## src/rtl/packet_word_pkg.sv

```systemverilog
// Shared constants, state encoding and header-field helpers for the packet_word_rx receive path.
// The header layout mirrors the TX_WORD encoder: all fields sit in the 64 MSBs of the packet.
package packet_word_pkg;

  localparam int unsigned HDR_W     = 64;

  localparam int unsigned TICK_LSB  = 0;
  localparam int unsigned TICK_W    = 16;
  localparam int unsigned FLAGS_LSB = 16;
  localparam int unsigned FLAGS_W   = 4;
  localparam int unsigned LAGC_LSB  = 20;
  localparam int unsigned LAGC_W    = 8;
  localparam int unsigned LAGA_LSB  = 28;
  localparam int unsigned LAGA_W    = 8;
  localparam int unsigned DELAY_LSB = 36;
  localparam int unsigned DELAY_W   = 12;
  localparam int unsigned NIN_LSB   = 48;
  localparam int unsigned NIN_W     = 8;
  localparam int unsigned RES_LSB   = 56;
  localparam int unsigned RES_W     = 8;

  localparam logic [7:0] CR = 8'h0d;
  localparam logic [7:0] LF = 8'h0a;

  localparam logic [HDR_W-1:0] CAPTURE_MARKER = 64'hffff_ffff_ffff_ffff;

  typedef enum logic [1:0] {
    ST_IDLE = 2'd0,
    ST_RECV = 2'd1,
    ST_SYNC = 2'd2
  } rx_state_e;

  typedef struct packed {
    logic [RES_W-1:0]   resolution;
    logic [NIN_W-1:0]   num_inputs;
    logic [DELAY_W-1:0] delay_size;
    logic [LAGA_W-1:0]  lag_auto;
    logic [LAGC_W-1:0]  lag_cross;
    logic [FLAGS_W-1:0] flags;
    logic [TICK_W-1:0]  tick;
  } hdr_fields_t;

  function automatic hdr_fields_t header_decode(input logic [HDR_W-1:0] hdr);
    hdr_fields_t f;
    f.tick       = hdr[TICK_LSB  +: TICK_W];
    f.flags      = hdr[FLAGS_LSB +: FLAGS_W];
    f.lag_cross  = hdr[LAGC_LSB  +: LAGC_W];
    f.lag_auto   = hdr[LAGA_LSB  +: LAGA_W];
    f.delay_size = hdr[DELAY_LSB +: DELAY_W];
    f.num_inputs = hdr[NIN_LSB   +: NIN_W];
    f.resolution = hdr[RES_LSB   +: RES_W];
    return f;
  endfunction

endpackage

```

## src/rtl/packet_word_hex_nibble_decode.sv

```systemverilog
// Combinational byte classifier: hex character -> nibble, CR/LF -> delimiter.
// In raw mode every byte is a nibble carried in its low four bits.
module hex_nibble_decode
  import packet_word_pkg::*;
#(
  parameter int unsigned BINARY = 0
) (
  input  logic [7:0] rx_byte,
  output logic       valid,
  output logic [3:0] nibble,
  output logic       is_delim
);

  always_comb begin
    valid    = 1'b0;
    nibble   = '0;
    is_delim = 1'b0;
    if (BINARY != 0) begin
      valid  = 1'b1;
      nibble = rx_byte[3:0];
    end else if (rx_byte >= 8'h30 && rx_byte <= 8'h39) begin
      valid  = 1'b1;
      nibble = rx_byte[3:0];
    end else if ((rx_byte >= 8'h41 && rx_byte <= 8'h46) ||
                 (rx_byte >= 8'h61 && rx_byte <= 8'h66)) begin
      valid  = 1'b1;
      nibble = rx_byte[3:0] + 4'd9;
    end else if (rx_byte == CR || rx_byte == LF) begin
      is_delim = 1'b1;
    end
  end

endmodule

```

## src/rtl/packet_word_rx.sv

```systemverilog
// Receive-side decoder for the correlator packet stream: reassembles nibbles into a packet,
// commits it on the delimiter (or on the last nibble in raw mode) and decodes the header.
module packet_word_rx
  import packet_word_pkg::*;
#(
  parameter int unsigned PACKET_SIZE = 192,
  parameter int unsigned HEADER_SIZE = 64,
  parameter int unsigned FOOTER_SIZE = 64,
  parameter int unsigned BINARY      = 0
) (
  input  logic                   sysclk,
  input  logic                   reset_n,
  input  logic                   enable,
  input  logic [7:0]             RXREG,
  input  logic                   RXIF,
  output logic [PACKET_SIZE-1:0] rx_data,
  output logic                   rx_valid,
  output logic                   capture_start,
  output logic [15:0]            tick,
  output logic [3:0]             flags,
  output logic [7:0]             lag_cross,
  output logic [7:0]             lag_auto,
  output logic [11:0]            delay_size,
  output logic [7:0]             num_inputs,
  output logic [7:0]             resolution,
  output logic [63:0]            timestamp,
  output logic                   frame_err
);

  localparam int unsigned TOTAL_NIBBLES = PACKET_SIZE / 4;
  localparam int unsigned CNT_W         = $clog2(TOTAL_NIBBLES + 1);
  localparam logic [CNT_W-1:0] CNT_FULL = CNT_W'(TOTAL_NIBBLES);
  localparam logic [CNT_W-1:0] CNT_LAST = CNT_W'(TOTAL_NIBBLES - 1);
  localparam logic [CNT_W-1:0] CNT_ONE  = CNT_W'(1);

  logic                   nib_valid;
  logic [3:0]             nib;
  logic                   nib_delim;

  rx_state_e              state_q, state_d;
  logic [CNT_W-1:0]       cnt_q, cnt_d;
  logic [PACKET_SIZE-1:0] sr_q, sr_d;
  logic [PACKET_SIZE-1:0] rx_data_q, rx_data_d;
  logic                   rx_valid_q, rx_valid_d;
  logic                   capture_q, capture_d;
  logic                   frame_err_q, frame_err_d;
  hdr_fields_t            hdr_q, hdr_d;
  logic [63:0]            timestamp_q, timestamp_d;

  logic [PACKET_SIZE-1:0] sr_shift;
  logic                   commit;
  logic [PACKET_SIZE-1:0] commit_pkt;
  logic [HEADER_SIZE-1:0] hdr_raw;

  hex_nibble_decode #(
    .BINARY (BINARY)
  ) u_decode (
    .rx_byte  (RXREG),
    .valid    (nib_valid),
    .nibble   (nib),
    .is_delim (nib_delim)
  );

  assign sr_shift = {sr_q[PACKET_SIZE-5:0], nib};
  assign hdr_raw  = commit_pkt[PACKET_SIZE-1 -: HEADER_SIZE];

  always_comb begin
    state_d     = state_q;
    cnt_d       = cnt_q;
    sr_d        = sr_q;
    rx_data_d   = rx_data_q;
    hdr_d       = hdr_q;
    timestamp_d = timestamp_q;
    rx_valid_d  = 1'b0;
    capture_d   = 1'b0;
    frame_err_d = 1'b0;
    commit      = 1'b0;
    commit_pkt  = sr_q;

    if (!enable) begin
      state_d = ST_IDLE;
      cnt_d   = '0;
    end else if (RXIF) begin
      unique case (state_q)
        ST_IDLE: begin
          if (nib_valid) begin
            sr_d    = sr_shift;
            cnt_d   = CNT_ONE;
            state_d = ST_RECV;
          end else if (!nib_delim) begin
            frame_err_d = 1'b1;
            state_d     = ST_SYNC;
          end
        end

        ST_RECV: begin
          if (BINARY != 0) begin
            // Raw mode has no delimiter: the last nibble itself commits the packet.
            sr_d = sr_shift;
            if (cnt_q == CNT_LAST) begin
              commit     = 1'b1;
              commit_pkt = sr_shift;
              cnt_d      = '0;
              state_d    = ST_IDLE;
            end else begin
              cnt_d = cnt_q + CNT_ONE;
            end
          end else if (nib_valid) begin
            if (cnt_q < CNT_FULL) begin
              sr_d  = sr_shift;
              cnt_d = cnt_q + CNT_ONE;
            end else begin
              frame_err_d = 1'b1;
              cnt_d       = '0;
              state_d     = ST_SYNC;
            end
          end else if (nib_delim) begin
            if (cnt_q == CNT_FULL) begin
              commit = 1'b1;
            end else begin
              frame_err_d = 1'b1;
            end
            cnt_d   = '0;
            state_d = ST_IDLE;
          end else begin
            frame_err_d = 1'b1;
            cnt_d       = '0;
            state_d     = ST_SYNC;
          end
        end

        ST_SYNC: begin
          if (nib_delim) begin
            state_d = ST_IDLE;
          end
        end

        default: begin
          state_d = ST_IDLE;
          cnt_d   = '0;
        end
      endcase
    end

    if (commit) begin
      rx_data_d   = commit_pkt;
      timestamp_d = 64'(commit_pkt[FOOTER_SIZE-1:0]);
      rx_valid_d  = 1'b1;
      // The capture marker is a control frame: it must not disturb the decoded descriptor.
      if (hdr_raw == CAPTURE_MARKER) begin
        capture_d = 1'b1;
      end else begin
        hdr_d = header_decode(hdr_raw);
      end
    end
  end

  always_ff @(posedge sysclk or negedge reset_n) begin
    if (!reset_n) begin
      state_q     <= ST_IDLE;
      cnt_q       <= '0;
      sr_q        <= '0;
      rx_data_q   <= '0;
      rx_valid_q  <= 1'b0;
      capture_q   <= 1'b0;
      frame_err_q <= 1'b0;
      hdr_q       <= '0;
      timestamp_q <= '0;
    end else begin
      state_q     <= state_d;
      cnt_q       <= cnt_d;
      sr_q        <= sr_d;
      rx_data_q   <= rx_data_d;
      rx_valid_q  <= rx_valid_d;
      capture_q   <= capture_d;
      frame_err_q <= frame_err_d;
      hdr_q       <= hdr_d;
      timestamp_q <= timestamp_d;
    end
  end

  assign rx_data       = rx_data_q;
  assign rx_valid      = rx_valid_q;
  assign capture_start = capture_q;
  assign frame_err     = frame_err_q;
  assign tick          = hdr_q.tick;
  assign flags         = hdr_q.flags;
  assign lag_cross     = hdr_q.lag_cross;
  assign lag_auto      = hdr_q.lag_auto;
  assign delay_size    = hdr_q.delay_size;
  assign num_inputs    = hdr_q.num_inputs;
  assign resolution    = hdr_q.resolution;
  assign timestamp     = timestamp_q;

endmodule

```

## config.mk

```make
export PLATFORM = sky130hd
export DESIGN_NAME = packet_word_rx
export DESIGN_NICKNAME = d
export VERILOG_FILES = /design/src/rtl/packet_word_pkg.sv /design/src/rtl/packet_word_hex_nibble_decode.sv /design/src/rtl/packet_word_rx.sv
export SDC_FILE = /design/constraint.sdc
export NUM_CORES = 1
export LEC_CHECK = 0
export CAP_MARGIN = 20
export CORE_MARGIN = 1.5
export CORE_UTILIZATION = 40
export DETAILED_ROUTE_END_ITERATION = 10
export PLACE_DENSITY = 0.75
export SLEW_MARGIN = 20
export SYNTH_ARGS = -nofsm -noshare
export SYNTH_HDL_FRONTEND = slang
export SYNTH_HIERARCHICAL = 1
export SYNTH_SLANG_ARGS = --single-unit
```

## constraint.sdc

```tcl
create_clock -name sysclk -period 2.35 [get_ports sysclk]
set_input_delay 0.47 -clock sysclk [delete_from_list [all_inputs] [get_ports sysclk]]
set_output_delay 0.47 -clock sysclk [all_outputs]
set_load 0.01 [all_outputs]
```

==> results.md <==
- By instance count, the leading cell after synthesis is sky130_fd_sc_hd__dfrtp_1.
- The analysis attributes to cell leakage a power of approximately 12 nW.
- The number of nets in the final layout is roughly 1600.
- The average routed wire per standard cell is approximately 21 um.
- Summing the areas of all compound-gate instances in the mapped netlist gives 1.13% of the synthesized area.
- The proportion of netlist area held by the largest area contributor is 63.7%.
- The worst setup timing slack at the placement stage is -1.44 ns.
- The count of buffering cells on the critical path with inverters included is 7.
- STA classifies the critical path startpoint as a primary input.
- For this run, design rule violations remaining after detail routing come to 0.
- The number of antenna violations at the first check in global routing is 0.
- The initial utilization of the core area, before any placement, comes to 40.7%.
- Yosys mapped a number of flops with a built-in enable equal to 0.
- The critical path starts at RXREG[1].
- The maximum number of pins on one net before global-route repair is 70.
- The count of nets left with antenna violations once routing finished came out at 0.
- The overflow left after global routing is 0.
- The number of rows created at floorplan is 77.
- The number of detailed-routing iterations run before antenna repair is 4.
- The total power is 16.3 mW.
- TritonCTS built the clock tree.
- The sum of net half-perimeters after detailed placement is 28.8 mm.
- The largest single stage delay on the critical path is a little over 0.5 ns.
- The synthesized netlist devotes 0% of its cell area to XOR and XNOR gates.
- The data required time at the worst endpoint is 2.79 ns.
- 0 antenna diodes ended up in the layout.
- Max-cap violations in this run came to 0.
- The capture point of the worst reg-to-reg path is delay_size[10]$_DFFE_PN0P_.
- In this run the count of I/O pins placed on the die edge is 335.
- The number of CTS-inserted buffers is 48.
- The synthesized netlist devotes less than 1% of its cell area to adder and majority cells.
- The clock latency on the worst-skew pair is 0.58 ns.
- Setup slack on the critical path of the routed design comes to -0.340 ns.
- The area of the die is between 0.04 and 0.05 sq mm.
- The congestion estimate from routability-driven global placement came to 0.796.
- The total number of clock tree sinks is 459.
- In this run the tightest slew margin relative to its limit is 53.3%.
- Counting flops and latches in the post-synthesis netlist gives 459.
- The clock period minus final worst setup slack is 2.69 ns.
- The worst voltage drop across the vdd grid is 0.433 mV.
- Of the available clock period, the critical path in the final layout requires 114%.
- The critical path runs through a total of 15 cells.
- The iteration-0 DRC count of the detailed router is between 400 and 500.
- The standard cell core area is 0.0443 sq mm.
- The die span in y is ~220 um.
- The number of buffers between clock root and the deepest sink is 3.
- Compared with the post-synthesis result, the final layout area differs by 39.5%.
- Counting cells, the worst reg-to-reg path comes to 7.
- The distinct cell type count of the synthesized netlist is 40.
- Of the total synthesized cell area, the portion taken by AND, OR, NAND and NOR gates is 2.45%.
- Sorting the synthesized cells by area gives the leading types as sky130_fd_sc_hd__dfrtp_1 (64%), sky130_fd_sc_hd__mux2_2 (25%), sky130_fd_sc_hd__buf_4 (2.9%), sky130_fd_sc_hd__mux2_1 (2.8%), sky130_fd_sc_hd__nand4_1 (0.97%).
- For this block, the via count after detailed routing is about 11000.
- The signal on the critical path passes through buf_12 > inv_12 > ha_4 > nand2b_4 > o21a_1 > a21o_1 > or4b_4 > nor4_4 > buf_4 > inv_4 > a41oi_4 > buf_6 > buf_12 > buf_16 > mux2_4.
- The power density over cell area is 649 mW/mm^2.
- Port buffering added 334 buffers.
- The global-route usage over all layers is 19.8%.
- Counting stages on the worst path, the most repeated cell is sky130_fd_sc_hd__buf_12.
- The final reports fail on negative setup slack.
- The share of flip-flops with an asynchronous set or reset after synthesis is between 90% and 100%.
- The dominant delay contributor by cell family on the critical path is simple AND/OR/NAND/NOR gates.
- For the worst setup path, the data arrival time is between 3 and 4 ns.
- The worst setup path category is in2reg.
- For the pin with the worst max-slew slack, the measured transition is approximately 0.69 ns.
- The largest driver fanout on the critical path is 5.
- For this run, the number of Yosys warnings is 6.
- The worst setup path is captured at a flop.
- The critical-path cell with the highest stage delay is sky130_fd_sc_hd__or4b_4.
- The tree is rooted in a sky130_fd_sc_hd__clkbuf_16.
- The max-slew violation total from the final report is 0.
- Setup violations remaining at the end of the flow were counted as about 250.
- The launching point of the worst reg2reg path is commit_pkt[175]$_DFFE_PN0P_.
- The via count of the first global-routing pass is 11800.
- The cell area after synthesis is 0.0180 sq mm.
- The multiplexer area fraction after synthesis is 28.3%.
- The first global-routing pass estimated ~71 mm of wire.
- The reg2reg setup slack is -0.17 ns.
- The worst min-delay path category is in2async.
- The width of the chip is between 200 and 250 um.
- The top achievable clock speed is 0.372 GHz.
- The number of nets in the synthesized netlist is ~1200.
- The mean instance size in the synthesized netlist is 15.8 sq um.
- The run finished, with violations left.
- Sorting the synthesized cells by how often they occur yields sky130_fd_sc_hd__dfrtp_1 (459), sky130_fd_sc_hd__mux2_2 (406), sky130_fd_sc_hd__buf_4 (70), sky130_fd_sc_hd__mux2_1 (45), sky130_fd_sc_hd__nand4_1 (28).
- The total count of hold-check failures in the final report is 0.
- Setup repair after global routing could not meet its margin everywhere.
- The synthesized netlist cell count is 1139.
- The biggest area contributor in the post-synthesis netlist is sky130_fd_sc_hd__dfrtp_1.
- The final routed wirelength across all metal layers is 45.5 mm.
- The share of final-layout standard cells stronger than drive strength 1 is 43.4%.
- The routed via count divided by cell count is 5.05.
- The number of H-tree branching levels is 2.
- The clock transition at the register clock pins on the worst setup and hold paths after CTS is 0.06 ns.
- The worst-case clock skew is roughly 0.028 ns.
- The sequential area share after synthesis is a little under two thirds.
- The most instantiated flip-flop cell in the synthesis netlist is sky130_fd_sc_hd__dfrtp_1.
- After synthesis, the largest family of logic cells by area is multiplexers.
registers in the layout, summed over array words and instances (netlist names), 2 cells and up:
name        count
lag_auto        8
delay_size     12
lag_cross       8
state_q         2
cnt_q           6
resolution      8
commit_pkt    192
flags           4
num_inputs      8
rx_data       192
tick           16
worst reg2reg max path, cell delays in order (launching register included):
cell,delay [ns]
sky130_fd_sc_hd__dfrtp_1,0.46
sky130_fd_sc_hd__nand4_1,0.24
sky130_fd_sc_hd__nor4_1,0.68
sky130_fd_sc_hd__a41oi_4,0.24
sky130_fd_sc_hd__buf_6,0.19
sky130_fd_sc_hd__buf_12,0.13
sky130_fd_sc_hd__buf_16,0.14
sky130_fd_sc_hd__mux2_4,0.30
logic make-up after synthesis:
| kind of cell | after synthesis |
|---|---|
| buffers and inverters | 121 |
| AND/OR/NAND/NOR | 72 |
| adder cells (fa/ha/maj) | 6 |
| flip-flops | 459 |
| multiplexers | 453 |
| AO/OA/AOI/OAI | 28 |
power breakdown:
part	internal (mW)	leakage (nW)	total (mW)	switching, mW
sequential	7.91	6.41	7.92	0.0101
combinational	0.132	4.79	0.369	0.238
clock	4.91	0.846	8.05	3.14
repair_timing:
| action | in CTS | in global routing |
|---|---|---|
| cloned | 13 | 4 |
| setup buffers | 16 | 11 |
| hold endpoints to repair | 41 | 0 |
| pin swaps | 6 | 5 |
| resized for setup | 104 | 25 |
| endpoints found under the setup margin | 286 | 254 |
| hold buffers | 1 | 0 |
layout by cell type, fill, tap and decap left out, types with 9 or more instances in the layout:
cell                              synthesis  layout
sky130_fd_sc_hd__dfrtp_1                459     459
sky130_fd_sc_hd__clkdlybuf4s50_1          0     325
sky130_fd_sc_hd__nand4_1                 28      28
sky130_fd_sc_hd__o21ai_0                  9       9
sky130_fd_sc_hd__buf_12                   0      28
sky130_fd_sc_hd__clkinv_2                 0      10
sky130_fd_sc_hd__mux2_4                   0      86
sky130_fd_sc_hd__clkbuf_16                0      54
sky130_fd_sc_hd__clkbuf_8                 0      12
sky130_fd_sc_hd__buf_4                   70      79
sky130_fd_sc_hd__mux2_2                 406     365
worst max-delay path by stage:
stage and endpoint:
6_report delay_size[10]$_DFFE_PN0P_, 5_1_grt delay_size[10]$_DFFE_PN0P_, 4_1_cts lag_auto[6]$_DFFE_PN0P_, 3_5_place_dp lag_cross[2]$_DFFE_PN0P_
3_3_place_gp flags[3]$_DFFE_PN0P_, 2_1_floorplan flags[0]$_DFFE_PN0P_
metal layers:
metal / part of all wire (%) / global-route usage (%) / routed length [um]
met5: 0 / 0 / 0
met4: 2.0 / 5.31 / 933
met3: 6.8 / 4.99 / 3090
met2: 48 / 32.2 / 22000
met1: 43 / 26.3 / 19500
layout make-up:
class,count,area [sq um]
Fill cell,3433,19100
Sequential cell,459,11500
Multi-Input combinational cell,559,6220
Timing Repair Buffer,462,4970
Clock buffer,65,1430
Tap cell,592,741
Clock inverter,21,279
Inverter,8,45.0
stage by stage:
| stage | hold slack [ns] | util, % | std cells | TNS [ns] | instance area [sq um] |
|---|---|---|---|---|---|
| 6_report | 0.429 | 56.8 | 2166 | -46.11 | 25200 |
| 5_1_grt | 0.406 | 56.8 | 2166 | -54.51 | 25200 |
| 4_1_cts | 0.390 | 56.5 | 2159 | -72.87 | 25000 |
| 3_5_place_dp | 0.450 | 50.8 | 2044 | -452.82 | 22500 |
| 3_3_place_gp | 0.458 | 50.8 | 2044 | -442.43 | 22500 |
| 2_1_floorplan | 0.174 | - | 1139 | -146.58 | 18200 |
Power figures use the tool's default switching activity.
